**config.mk**
```make
export PLATFORM = sky130hd
export DESIGN_NAME = pit_timer
export DESIGN_NICKNAME = d
export VERILOG_FILES = /design/src/rtl/pit_timer.sv
export SDC_FILE = /design/constraint.sdc
export NUM_CORES = 1
export LEC_CHECK = 0
export ABC_AREA = 1
export CORE_UTILIZATION = 63
export CTS_CLUSTER_DIAMETER = 150
export DETAILED_ROUTE_END_ITERATION = 8
export PLACE_DENSITY = 0.85
export RECOVER_POWER = 25
export SETUP_SLACK_MARGIN = 0.1
export SLEW_MARGIN = 25
export SYNTH_ARGS = -nofsm -noshare
export SYNTH_HDL_FRONTEND = slang
export SYNTH_SLANG_ARGS = --single-unit
```
**constraint.sdc**
```tcl
create_clock -name clk -period 10.8 [get_ports clk]
set_input_delay 2.16 -clock clk [delete_from_list [all_inputs] [get_ports clk]]
set_output_delay 2.16 -clock clk [all_outputs]
set_load 0.01 [all_outputs]
```
**src/rtl/pit_timer.sv**
```systemverilog
// ---------------------------------------------------------------------------
// pit_timer -- programmable interval timer
//
// Two chained, loadable 16-bit down counters. The prescaler decrements on
// every enabled clock. Its underflow borrows into the divider, and divider
// underflow produces a one-cycle tick and latches a sticky interrupt request.
// Software programs the block through a small register port.
//
// Ports:
//   clk      system clock, all state changes on the rising edge
//   resl     asynchronous active-low reset, clears all state immediately
//   wr       register write strobe
//   addr     register select (0 PRE, 1 DIV, 2 CTL, 4 pre_cnt, 5 div_cnt)
//   din      write data
//   dout     read data, combinational from addr
//   int_ack  clears int_pend (a new event in the same cycle wins)
//   tick     registered one-cycle pulse per divider underflow
//   int_pend sticky interrupt request
// ---------------------------------------------------------------------------

// ---------------------------------------------------------------------------
// pit_down_counter -- one loadable 16-bit down counter built from a chain of
// single-bit borrow slices.
//
// Ports:
//   clk, resl  clock and asynchronous active-low reset
//   load       software load; overrides any count or reload this cycle
//   load_val   value taken on load
//   dec        decrement point for this cycle
//   rel_val    reload value used when a decrement hits a zero count
//   cnt        current count
//   zero       count is zero, i.e. a decrement now would underflow
// ---------------------------------------------------------------------------
module pit_down_counter (
    input  logic        clk,
    input  logic        resl,
    input  logic        load,
    input  logic [15:0] load_val,
    input  logic        dec,
    input  logic [15:0] rel_val,
    output logic [15:0] cnt,
    output logic        zero
);

    logic [15:0] cnt_reg;
    logic [15:0] cnt_next;
    logic [15:0] dec_val;
    // borrow[i] is the borrow entering bit i; bit 0 always receives the
    // decrement borrow. A borrow leaving the MSB means the count was zero.
    logic [16:0] borrow;

    assign borrow[0] = 1'b1;

    genvar gi;
    generate
        for (gi = 0; gi < 16; gi++) begin : g_slice
            // Single-bit down-counter slice: the bit toggles when a borrow
            // arrives, and passes the borrow on only if it was 0.
            assign dec_val[gi]    = cnt_reg[gi] ^ borrow[gi];
            assign borrow[gi + 1] = borrow[gi] & ~cnt_reg[gi];
        end
    endgenerate

    assign zero = borrow[16];
    assign cnt  = cnt_reg;

    always_comb begin
        cnt_next = cnt_reg;
        if (load) begin
            cnt_next = load_val;
        end else if (dec) begin
            // A reload always replaces the 0 -> 0xFFFF wrap.
            cnt_next = zero ? rel_val : dec_val;
        end
    end

    always_ff @(posedge clk or negedge resl) begin
        if (!resl) begin
            cnt_reg <= 16'd0;
        end else begin
            cnt_reg <= cnt_next;
        end
    end

endmodule

module pit_timer (
    input  logic        clk,
    input  logic        resl,
    input  logic        wr,
    input  logic [2:0]  addr,
    input  logic [15:0] din,
    output logic [15:0] dout,
    input  logic        int_ack,
    output logic        tick,
    output logic        int_pend
);

    localparam logic [2:0] ADDR_PRE  = 3'd0;
    localparam logic [2:0] ADDR_DIV  = 3'd1;
    localparam logic [2:0] ADDR_CTL  = 3'd2;
    localparam logic [2:0] ADDR_PCNT = 3'd4;
    localparam logic [2:0] ADDR_DCNT = 3'd5;

    logic [15:0] pre_rel_reg;
    logic [15:0] div_rel_reg;
    logic        en_reg;
    logic        tick_reg;
    logic        int_pend_reg;

    logic        pre_wr;
    logic        div_wr;
    logic        ctl_wr;

    logic [15:0] pre_cnt;
    logic [15:0] div_cnt;
    logic        pre_zero;
    logic        div_zero;
    logic        pre_borrow;
    logic        div_event;

    assign pre_wr = wr && (addr == ADDR_PRE);
    assign div_wr = wr && (addr == ADDR_DIV);
    assign ctl_wr = wr && (addr == ADDR_CTL);

    // Borrow and underflow are judged on the current counts, so a software
    // load in the same cycle never hides an event: a PRE write on a borrow
    // cycle still steps the divider, and a DIV write on an underflow cycle
    // still produces the tick and interrupt.
    assign pre_borrow = en_reg & pre_zero;
    assign div_event  = pre_borrow & div_zero;

    pit_down_counter u_pre (
        .clk      (clk),
        .resl     (resl),
        .load     (pre_wr),
        .load_val (din),
        .dec      (en_reg),
        .rel_val  (pre_rel_reg),
        .cnt      (pre_cnt),
        .zero     (pre_zero)
    );

    pit_down_counter u_div (
        .clk      (clk),
        .resl     (resl),
        .load     (div_wr),
        .load_val (din),
        .dec      (pre_borrow),
        .rel_val  (div_rel_reg),
        .cnt      (div_cnt),
        .zero     (div_zero)
    );

    // Reload registers and enable.
    always_ff @(posedge clk or negedge resl) begin
        if (!resl) begin
            pre_rel_reg <= 16'd0;
            div_rel_reg <= 16'd0;
            en_reg      <= 1'b0;
        end else begin
            if (pre_wr) begin
                pre_rel_reg <= din;
            end
            if (div_wr) begin
                div_rel_reg <= din;
            end
            if (ctl_wr) begin
                en_reg <= din[0];
            end
        end
    end

    // Tick pulse and sticky interrupt; setting beats acknowledging so an
    // event coinciding with int_ack is not lost.
    always_ff @(posedge clk or negedge resl) begin
        if (!resl) begin
            tick_reg     <= 1'b0;
            int_pend_reg <= 1'b0;
        end else begin
            tick_reg <= div_event;
            if (div_event) begin
                int_pend_reg <= 1'b1;
            end else if (int_ack) begin
                int_pend_reg <= 1'b0;
            end
        end
    end

    assign tick     = tick_reg;
    assign int_pend = int_pend_reg;

    // Read mux; unmapped addresses read as zero.
    always_comb begin
        dout = 16'd0;
        case (addr)
            ADDR_PRE:  dout = pre_rel_reg;
            ADDR_DIV:  dout = div_rel_reg;
            ADDR_CTL:  dout = {14'd0, int_pend_reg, en_reg};
            ADDR_PCNT: dout = pre_cnt;
            ADDR_DCNT: dout = div_cnt;
            default:   dout = 16'd0;
        endcase
    end

endmodule
```
==> summary.txt <==
Place
  – GP Congestion: 0.940
  – DP Area: 4860 um2
  – Worst slack, placed: 3.86 ns
  – HPWL Detailed: 7940 um
  – Port Buffers: 40

STA
  – RSZ-0062 raised after global routing: no
  – Crit share post-route: 65.0%
  – Hold Fails Final Rpt: 0
  – Setup violators final: 0
  – Setup TNS: 0 ns
  – Worst-Margin Slew: 3.70 ns
  – F_max: 143 MHz
  – Max-slew violations: 68
  – Crit path time final: 7.02 ns
  – Skew final: 0.00787 ns
  – Max_slew headroom: -147%
  – Final Worst Setup Slack: 3.78 ns

Drt
  – Final WL: 11500 um
  – Met3 wire length: 844 um
  – Vias post-DR: 4194
  – Met2 wire length: 5660 um
  – ANT nets after route: 0
  – DRT iter0 DRCs: 306
  – Drt via density: 5.78
  – DR WL/cell: 15.9 um
  – Met1 wire length: 4600 um
  – DRT Pass-1 Iters: 5
  – DR top layer: met4
  – Residual DRC: 0

Worst setup path
  – R2R setup slack: 5.77 ns
  – Critical path's top delay family: buffers and inverters
  – Worst Path Required: 8.64 ns
  – Critical-path top delay cell: clkdlybuf4s50_1
  – Critical Path Sink Type: output pin
  – Worst Path Arrival: 4.86 ns
  – Worst path bufs/invs: 3
  – CP most frequent cell: clkdlybuf4s50_1
  – Cell Chain, Critical Path: clkdlybuf4s50_1 -> inv_4 -> nor3_4 -> nand2_1 -> nand4_1 -> clkdlybuf4s50_1
  – Critical Path Start Type: primary input
  – Biggest cell delay along the critical path: 1.05 ns
  – Terminus of the critical flop-to-flop path: u_div.cnt[8]
  – Critical R2R Launch: u_pre.cnt[0]
  – R2R cell count: 22
  – CP Max Fanout: 19
  – Setup CP Type: primary input to output pin

Floorplanning
  – # rows: 30
  – Core ar.: 6910 um2
  – Starting Density: 66.0%
  – Chip height: 87.0 um
  – Die width: 87.0 um
  – Full die area: 7580 um2
  – Ports: 41

Global routing
  – Initial antenna violation count: 0
  – Pin count of the biggest net entering global routing: 68
  – Total grt overflow: 0
  – First-pass GRT wire length: 18400 um
  – Number of global-route vias before repair: 3906
  – Total Routing Usage GR: 32.3%

Cells and area
  – Area Growth Syn to Fin: 11.6%
  – Share of post-route cells with drive strength above 1: 12.1%
  – ANT cells: 0
  – Register area: 1680 um2
  – Fill cells: 566
  – Most frequent cells in the layout: nand2_1, inv_1, dfrtp_1, nand3_1, clkdlybuf4s50_1
  – Most common cell after layout, fill and taps aside: nand2_1
  – Fin area: 5090 um2
  – Multi-input gate area in the final layout: 2320 um2
  – NumNets Final: 675

Hold path
  – Min-delay src: u_div.cnt[2]
  – HP Class: register to register
  – Number of cells on the worst hold path: 2
  – Hold EP: u_div.cnt[2]

Job
  – Max Cap Violations: 1

Logic synthesis
  – Post-synth cell types: 29
  – Syn Inst Count: 602
  – Synthesized flop and latch total: 67
  – Syn_area_per_cell: 7.57 um2
  – Post-Syn Area: 4560 um2
  – Post-Syn Nets: 653
  – Seq/Total Area, Yosys: 36.8%
  – Synth warnings: 0

CTS
  – Bufs on Longest Clock Path: 2
  – H-Tree Depth: 3
  – Num CTS Buffers: 9
  – Worst skew pair latency: 0.36 ns
  – Root Buffer: clkbuf_8
  – CTS resizes: 0
  – CTS Sinks: 67
  – Post-CTS Setup Inserts: 0
  – CTS Hold Bufs: 0
  – Clk slew on worst S/H paths: 0.08 ns
  – CTS tree: yes

Power
  – Maximum VDD drop: 0.000123 V
  – Leakage: 0.00287 uW
  – Power per standard cell area: 206 nW/um2

Outcome
  – Failing checks: capacitance limit, slew limit
  – Status: finished with violations
worst max-delay path by stage:
stage	from	to	slack, ns	cells after the start
global route	addr[2]	dout[1]	3.62	8
global placement	addr[2]	dout[1]	3.88	8
detailed placement	addr[2]	dout[14]	3.86	6
floorplan	addr[2]	dout[1]	5.64	7
finish	addr[2]	dout[9]	3.78	6
CTS	addr[2]	dout[1]	3.85	8
metrics by stage:
step | utilization (%) | cells | power [uW] | hold slack, ns
after floorplan | - | 602 | 683 | 0.464
after global placement | 70.4 | 709 | 775 | 0.486
after detailed placement | 70.4 | 709 | 800 | 0.488
after CTS | 73.7 | 725 | 1040 | 0.507
after global routing | 73.7 | 725 | 1130 | 0.526
final | 73.7 | 725 | 1050 | 0.510
synthesized netlist by cell type:
| master | n | share of area (%) |
|---|---|---|
| nor2_4 | 1 | 0.25 |
| nand2_4 | 15 | 3.7 |
| inv_6 | 1 | 0.19 |
| o21ai_2 | 15 | 2.9 |
| nor2_1 | 6 | 0.49 |
| inv_2 | 5 | 0.41 |
| buf_12 | 2 | 0.88 |
| buf_6 | 6 | 1.5 |
| nor3_4 | 2 | 0.71 |
| o21ai_0 | 20 | 2.2 |
| nand3_2 | 16 | 3.5 |
| nand2_2 | 2 | 0.27 |
| nand3_1 | 56 | 6.2 |
| clkbuf_1 | 8 | 0.66 |
| buf_2 | 9 | 0.99 |
| nor2_2 | 1 | 0.14 |
| nand2_1 | 222 | 18 |
| clkinv_1 | 1 | 0.082 |
| dfrtp_1 | 67 | 37 |
| nand4_1 | 28 | 3.8 |
| buf_4 | 4 | 0.66 |
| o22ai_1 | 1 | 0.14 |
| inv_4 | 1 | 0.14 |
| buf_1 | 1 | 0.082 |
| inv_1 | 81 | 6.7 |
| ha_1 | 28 | 7.7 |
| a21oi_1 | 1 | 0.11 |
| nor3_1 | 1 | 0.11 |
| nand4_4 | 1 | 0.47 |
cells by family after synthesis:
family                     count (synthesis)  synth area share, %
buffers and inverters                    119                 12.2
AOI/OAI and AO/OA                         37                 5.33
and+or+nand+nor                          351                 37.9
DFF                                       67                 36.8
adders and majority gates                 28                 7.69
metal layers:
layer / global-route usage (%) / up-vias
met5: 0 / -
met4: 15.8 / 0
met3: 5.21 / 43
met2: 54.0 / 212
met1: 40.6 / 1994
li1: - / 1945
power by group:
part           internal, uW  switching (uW)
Sequential              328            68.9
Combinational           170             237
Clock                   142             102
final cells by class:
type | instances | area share (%)
multi-input cells | 416 | 45.6
flip-flops and latches | 67 | 33.0
repair buffers | 41 | 7.85
inverters | 89 | 6.71
clock buffers | 12 | 3.05
well taps | 96 | 2.36
clock inverters | 4 | 1.43
tightest hold or removal path, cell delays in order (launching register included):
cell and delay, ns:
dfrtp_1 0.37, nand2_1 0.06, nand2_1 0.05
No activity file was read; power rests on OpenSTA's default activity.
